File: config.mk
export PLATFORM = sky130hd
export DESIGN_NAME = icache_l1_l2_arb_itf
export DESIGN_NICKNAME = d
export VERILOG_FILES = /design/src/rtl/icache_l1_l2_arb_itf.sv
export SDC_FILE = /design/constraint.sdc
export NUM_CORES = 1
export LEC_CHECK = 0
export BUFFER_PORTS_ARGS = -buffer_cell sky130_fd_sc_hd__buf_4
export CAP_MARGIN = 30
export CORE_AREA = 2 2 97 99
export CTS_CLUSTER_DIAMETER = 200
export DETAILED_ROUTE_END_ITERATION = 6
export DIE_AREA = 0 0 99 101
export PLACE_DENSITY = 0.71
export SYNTH_ARGS = -nofsm -noshare
export SYNTH_HDL_FRONTEND = slang
export SYNTH_SLANG_ARGS = --single-unit
File: constraint.sdc
create_clock -name clk -period 3.25 [get_ports clk]
set_input_delay 0.975 -clock clk [delete_from_list [all_inputs] [get_ports clk]]
set_output_delay 0.975 -clock clk [all_outputs]
set_load 0.01 [all_outputs]
File: src/rtl/icache_l1_l2_arb_itf.sv
// Refill arbiter between NUM_CH private instruction caches and one L2 fetch port, with boot/sleep handshake.
// Optional performance counters are built when ICACHE_ITF_PERF_CNT_EN is defined.
module icache_l1_l2_arb_itf #(
   parameter int NUM_CH = 4,
   parameter int ADDR_W = 19,
   parameter int LEN_W  = 4,
   parameter int CH_W   = (NUM_CH > 1) ? $clog2(NUM_CH) : 1
) (
   input  logic                     clk,
   input  logic                     rst,
   input  logic                     c_cfg_itf_single_fetch,
   input  logic                     c_cfg_itf_irq_en,
   input  logic                     core_sleep_irq_pulse,
   input  logic [NUM_CH-1:0]        pri_cache_refill_req,
   input  logic [NUM_CH*ADDR_W-1:0] pri_cache_refill_addr,
   input  logic [NUM_CH*LEN_W-1:0]  pri_cache_refill_lenth,
   output logic [NUM_CH-1:0]        pri_cache_refill_gnt,
   output logic [NUM_CH-1:0]        pri_cache_refill_r_valid,
   output logic [31:0]              pri_cache_refill_r_data,
   output logic [NUM_CH-1:0]        pri_cache_refill_done,
   output logic                     icache_work_en,
   output logic                     icache_lowpower_en,
   output logic [31:0]              boot_addr_i,
   output logic                     fetch_L2cache_req,
   output logic [31:0]              fetch_L2cache_info,
   input  logic                     fetch_L2cache_gnt,
   input  logic [31:0]              fetch_L2cache_r_data,
   input  logic                     fetch_L2cache_r_valid,
   output logic                     fetch_L2cache_r_ready
`ifdef ICACHE_ITF_PERF_CNT_EN
   ,
   output logic [31:0]              perf_miss_cnt,
   output logic [31:0]              perf_beat_cnt
`endif
);

   typedef enum logic [1:0] {
      ST_SLEEP = 2'd0,
      ST_IDLE  = 2'd1,
      ST_MISS  = 2'd2
   } state_e;

   state_e              state_q, state_d;
   logic [ADDR_W-1:0]   boot_q, boot_d;
   logic                work_en_q, work_en_d;
   logic                sleep_pend_q, sleep_pend_d;
   logic [CH_W-1:0]     rr_q, rr_d;
   logic [LEN_W:0]      beat_q, beat_d;
   logic [CH_W-1:0]     ch_q, ch_d;

   logic                sleep_set_s;
   logic                sleep_act_s;
   logic                arb_hit_s;
   logic [CH_W-1:0]     arb_sel_s;
   logic [ADDR_W-1:0]   sel_addr_s;
   logic [LEN_W-1:0]    sel_len_s;
   logic                l2_req_s;
   logic [31:0]         l2_info_s;
   logic [NUM_CH-1:0]   gnt_s;
   logic [NUM_CH-1:0]   rvalid_s;
   logic [NUM_CH-1:0]   done_s;
   logic                miss_evt_s;
   logic                beat_evt_s;

   function automatic logic [CH_W-1:0] rr_idx(input logic [CH_W-1:0] base, input int off);
      int t;
      t = int'(base) + off;
      if (t >= NUM_CH) begin
         t = t - NUM_CH;
      end else begin
         t = t;
      end
      return CH_W'(t);
   endfunction

   // A sleep pulse in the current cycle already counts as pending so it wins over refills.
   assign sleep_set_s = core_sleep_irq_pulse & c_cfg_itf_irq_en;
   assign sleep_act_s = sleep_pend_q | sleep_set_s;

   // Round-robin scan starting at the channel after the last grant.
   always_comb begin
      arb_hit_s = 1'b0;
      arb_sel_s = '0;
      for (int i = 0; i < NUM_CH; i++) begin
         if (!arb_hit_s && pri_cache_refill_req[rr_idx(rr_q, i)]) begin
            arb_hit_s = 1'b1;
            arb_sel_s = rr_idx(rr_q, i);
         end else begin
            arb_sel_s = arb_sel_s;
         end
      end
   end

   assign sel_addr_s = pri_cache_refill_addr[arb_sel_s*ADDR_W +: ADDR_W];
   assign sel_len_s  = pri_cache_refill_lenth[arb_sel_s*LEN_W +: LEN_W];

   // Next-state and output decode of the SLEEP/IDLE/MISS controller.
   always_comb begin
      state_d      = state_q;
      boot_d       = boot_q;
      work_en_d    = work_en_q;
      sleep_pend_d = sleep_pend_q | sleep_set_s;
      rr_d         = rr_q;
      beat_d       = beat_q;
      ch_d         = ch_q;
      l2_req_s     = 1'b0;
      l2_info_s    = 32'h0000_0000;
      gnt_s        = '0;
      rvalid_s     = '0;
      done_s       = '0;
      miss_evt_s   = 1'b0;
      beat_evt_s   = 1'b0;
      case (state_q)
         ST_SLEEP: begin
            if (fetch_L2cache_r_valid) begin
               boot_d    = fetch_L2cache_r_data[ADDR_W-1:0];
               work_en_d = 1'b1;
               state_d   = ST_IDLE;
            end else begin
               state_d   = ST_SLEEP;
            end
         end
         ST_IDLE: begin
            if (sleep_act_s) begin
               l2_req_s  = 1'b1;
               l2_info_s = 32'h8000_0000;
               if (fetch_L2cache_gnt) begin
                  state_d      = ST_SLEEP;
                  work_en_d    = 1'b0;
                  sleep_pend_d = 1'b0;
               end else begin
                  state_d      = ST_IDLE;
               end
            end else if (arb_hit_s) begin
               l2_req_s  = 1'b1;
               l2_info_s[ADDR_W-1:0]              = sel_addr_s;
               l2_info_s[ADDR_W +: LEN_W]         = sel_len_s;
               l2_info_s[ADDR_W+LEN_W]            = c_cfg_itf_single_fetch;
               l2_info_s[ADDR_W+LEN_W+1 +: CH_W]  = arb_sel_s;
               gnt_s[arb_sel_s] = fetch_L2cache_gnt;
               if (fetch_L2cache_gnt) begin
                  ch_d       = arb_sel_s;
                  beat_d     = c_cfg_itf_single_fetch ? {{LEN_W{1'b0}}, 1'b1}
                                                      : ({1'b0, sel_len_s} + {{LEN_W{1'b0}}, 1'b1});
                  rr_d       = rr_idx(arb_sel_s, 1);
                  state_d    = ST_MISS;
                  miss_evt_s = 1'b1;
               end else begin
                  state_d    = ST_IDLE;
               end
            end else begin
               state_d = ST_IDLE;
            end
         end
         ST_MISS: begin
            if (fetch_L2cache_r_valid) begin
               rvalid_s[ch_q] = 1'b1;
               beat_evt_s     = 1'b1;
               beat_d         = beat_q - {{LEN_W{1'b0}}, 1'b1};
               if (beat_q == {{LEN_W{1'b0}}, 1'b1}) begin
                  done_s[ch_q] = 1'b1;
                  state_d      = ST_IDLE;
               end else begin
                  state_d      = ST_MISS;
               end
            end else begin
               state_d = ST_MISS;
            end
         end
         default: begin
            state_d = ST_SLEEP;
         end
      endcase
   end

   // Controller state, boot address, RR pointer and refill tracking.
   always_ff @(posedge clk or posedge rst) begin
      if (rst) begin
         state_q      <= ST_SLEEP;
         boot_q       <= '0;
         work_en_q    <= 1'b0;
         sleep_pend_q <= 1'b0;
         rr_q         <= '0;
         beat_q       <= '0;
         ch_q         <= '0;
      end else begin
         state_q      <= state_d;
         boot_q       <= boot_d;
         work_en_q    <= work_en_d;
         sleep_pend_q <= sleep_pend_d;
         rr_q         <= rr_d;
         beat_q       <= beat_d;
         ch_q         <= ch_d;
      end
   end

   assign pri_cache_refill_gnt     = gnt_s;
   assign pri_cache_refill_r_valid = rvalid_s;
   assign pri_cache_refill_done    = done_s;
   assign pri_cache_refill_r_data  = fetch_L2cache_r_data;
   assign icache_work_en           = work_en_q;
   assign icache_lowpower_en       = sleep_set_s;
   assign boot_addr_i              = 32'(boot_q);
   assign fetch_L2cache_req        = l2_req_s;
   assign fetch_L2cache_info       = l2_info_s;
   assign fetch_L2cache_r_ready    = 1'b1;

`ifdef ICACHE_ITF_PERF_CNT_EN
   logic [31:0] miss_cnt_q;
   logic [31:0] beat_cnt_q;

   // Saturating grant and routed-beat counters.
   always_ff @(posedge clk or posedge rst) begin
      if (rst) begin
         miss_cnt_q <= 32'h0000_0000;
         beat_cnt_q <= 32'h0000_0000;
      end else begin
         if (miss_evt_s && (miss_cnt_q != 32'hFFFF_FFFF)) begin
            miss_cnt_q <= miss_cnt_q + 32'd1;
         end else begin
            miss_cnt_q <= miss_cnt_q;
         end
         if (beat_evt_s && (beat_cnt_q != 32'hFFFF_FFFF)) begin
            beat_cnt_q <= beat_cnt_q + 32'd1;
         end else begin
            beat_cnt_q <= beat_cnt_q;
         end
      end
   end

   assign perf_miss_cnt = miss_cnt_q;
   assign perf_beat_cnt = beat_cnt_q;
`endif

endmodule

==> impl_metrics.toml <==
[outcome]
status = "complete, but fails checks"
violations = "negative setup slack"

[drt]
drtAntennaViolNets = 0
top_layer_used = "met4"
drc = 0
wl_met2_um = 5390
wl_met1_um = 4030
wl_met3_um = 716
vias = 3068
drt_pass1_iterations = 4
vias_per_cell = 4.78
drt_iter0_drc = 50
wire_per_inst_um = 16.1
routed_wl_um = 10300

[worst_hold_path]
hp-start = "boot_q[2]"
hold_class = "reg -> reg"

[job]
drv_cap = 0

[floorplan]
fp.coreArea_mm2 = 0.00898
die_w_um = 99
fp.dieH_um = 101
die_area_mm2 = 0.0100
row_count = 35
start_util = 0.320
boundaryPins = 247

[layout]
final_layout_size_suffix_gt1_frac = 0.689
diodes = 0
final_nets = 672
synthToLayoutAreaGrowth_pct = 82.5
nFillCells = 750
register_area_um2 = 801
multi_input_area_mm2 = 0.00207

[logic_synthesis]
ys_async_sr_fraction = 1.00
synth_most_common_cell = "buf_4"
synth_area_mm2 = 0.00287
synth_area_leader_cell = "dfrtp_1"
syn_avg_cell_area_um2 = 8.87
netlist_top_cells_count = "buf_4 (52), a211oi_1 (39), dfrtp_1 (32)"
yosysTopAreaCellShare = 0.279
synth_flop_cell = "dfrtp_1"
synth_cell_type_count = 37
yosysWarningCount = 0
synth_seq_area_share = 0.279
yosys-top-cells-area = "dfrtp_1 (28%), buf_4 (14%), a211oi_1 (10%)"
ys_ff_latch = 32
synth_cells = 324
synth_edf_count = 0

[pwr]
p_leak_nw = 2.50
fin_total_pwr_mw = 3.60
irDropWorstVdd_mv = 0.369
power_density_mw_per_mm2 = 687

[global_route]
grt_pass1_vias = 3077
grt_max_degree = 33
grt_pass1_wl_um = 14800
antenna_found_initial = 0
gr-usage-all-layers = 0.185
grt-ovfl-total = 0

[critical_path]
start_kind = "input port"
startpoint = "pri_cache_refill_req[1]"
worstReg2RegStart = "rr_q[0]"
end_kind = "primary output"
critPathRequiredTime_ns = 2.27
path_class = "in -> out"
cp.arrival_ns = 2.39
critPathMaxFanout = 6

[sta]
relSlewSlack = 0.643
worst_slack_ns = -0.112
maxSlewViolCount = 0
tns_ns = -1.68
final.period_utilization = 1.03
hold_violations = 0
finClkSkew_ns = 0.00767
finalCriticalPeriod_ns = 3.36
fmax_ghz = 0.297
grt_setup_unrepaired = "yes"
worst_pin_slew_ns = 0.529
setup_viol = 23

[clock_network]
cts_root_buffer = "clkbuf_8"
numCtsBuffers = 5
cts_tree = "done"
cts_hold_buf = 0
cts.sinks = 32
clock_latency_ns = 0.29
cts.path.max_buffers = 2
h-tree-depth = 2
clk_pin_slew_ns = 0.07

[placement]
post-place-ws_ns = -0.223
portBuffers = 201
hpwlAfterDp_um = 7540
gp_routability_congestion = 0.849
[logic make-up after synthesis]
group	Yosys count	synth area share
other cells	2	0.00261
xor+xnor	3	0.00914
flops	32	0.279
simple gates	90	0.164
buf+inv	77	0.178
compound gates	64	0.157
fa+ha+maj	6	0.0261
mux	50	0.185
[layout make-up]
type | instances | share of cell area
clock buffers | 5 | 0.0131
clock inverters | 2 | 0.00238
inverters | 8 | 0.00859
multi-input cells | 232 | 0.394
flip-flops and latches | 32 | 0.153
well taps | 111 | 0.0265
repair buffers | 252 | 0.403
[sequential cells by signal (all words and copies together), names as in the netlist]
| signal | cells |
|---|---|
| beat_q | 5 |
| boot_q | 19 |
| ch_q | 2 |
| icache_work_en | 1 |
| rr_q | 2 |
| sleep_pend_q | 1 |
| state_q | 2 |
[cells in the final DEF (no fill, tap or decap), types with 5 or more instances in the layout]
master / instances
a211oi_2: 33
a21oi_1: 6
buf_12: 5
buf_4: 223
buf_6: 14
buf_8: 7
clkbuf_8: 5
conb_1: 19
dfrtp_1: 32
mux2_2: 19
mux2i_1: 18
mux2i_2: 9
nand2_1: 20
nand2b_1: 5
nor2_1: 15
nor2b_1: 6
nor2b_2: 9
nor2b_4: 5
nor3_1: 6
o21ai_0: 9
[critical path, stage by stage]
cell	delay, ns
buf_8	0.10
nand2b_4	0.14
a21oi_4	0.15
a211oi_4	0.06
buf_6	0.15
buf_12	0.14
buf_4	0.16
nor2b_4	0.11
a211oi_2	0.05
a211oi_2	0.20
buf_4	0.16
[report_power, final]
| part | switching (mW) | total, mW | internal (mW) | leakage (nW) |
|---|---|---|---|---|
| Combinational | 1.15 | 2.53 | 1.38 | 2.08 |
| Sequential | 0.182 | 0.779 | 0.597 | 0.381 |
| Clock | 0.149 | 0.294 | 0.145 | 0.0400 |
| Total | 1.49 | 3.60 | 2.12 | 2.50 |
[metrics by stage]
step | hold slack [ns] | utilization | instances | area [um2]
2_1_floorplan | 0.483 | - | 341 | 3050
3_3_place_gp | 0.493 | 0.507 | 624 | 4560
3_5_place_dp | 0.496 | 0.507 | 624 | 4560
4_1_cts | 0.520 | 0.542 | 636 | 4870
5_1_grt | 0.539 | 0.584 | 642 | 5250
6_report | 0.518 | 0.584 | 642 | 5250
[what timing repair did]
action,in CTS,in global routing
endpoints found under the setup margin,28,28
pin swaps,4,25
resized for setup,38,78
cloned,2,3
buffers inserted,3,4
[worst paths after layout]
check                      depth (start not counted)  slack [ns]                      to
max                                               11       -0.11  fetch_L2cache_info[14]
max reg2reg                                       11        0.76               beat_q[3]
min in group asynchronous                          3        0.77               boot_q[3]
min                                                1        0.52               boot_q[2]
min reg2reg                                        1        0.52               boot_q[2]
max in group asynchronous                          3        2.18                 ch_q[1]
[metal layers]
layer  GRT usage  vias up
li1            -     1478
met1       0.204     1413
met2       0.351      162
met3      0.0354       15
met4      0.0632        0
met5           0        -
Note: power is estimated with default switching activity, not from simulation.
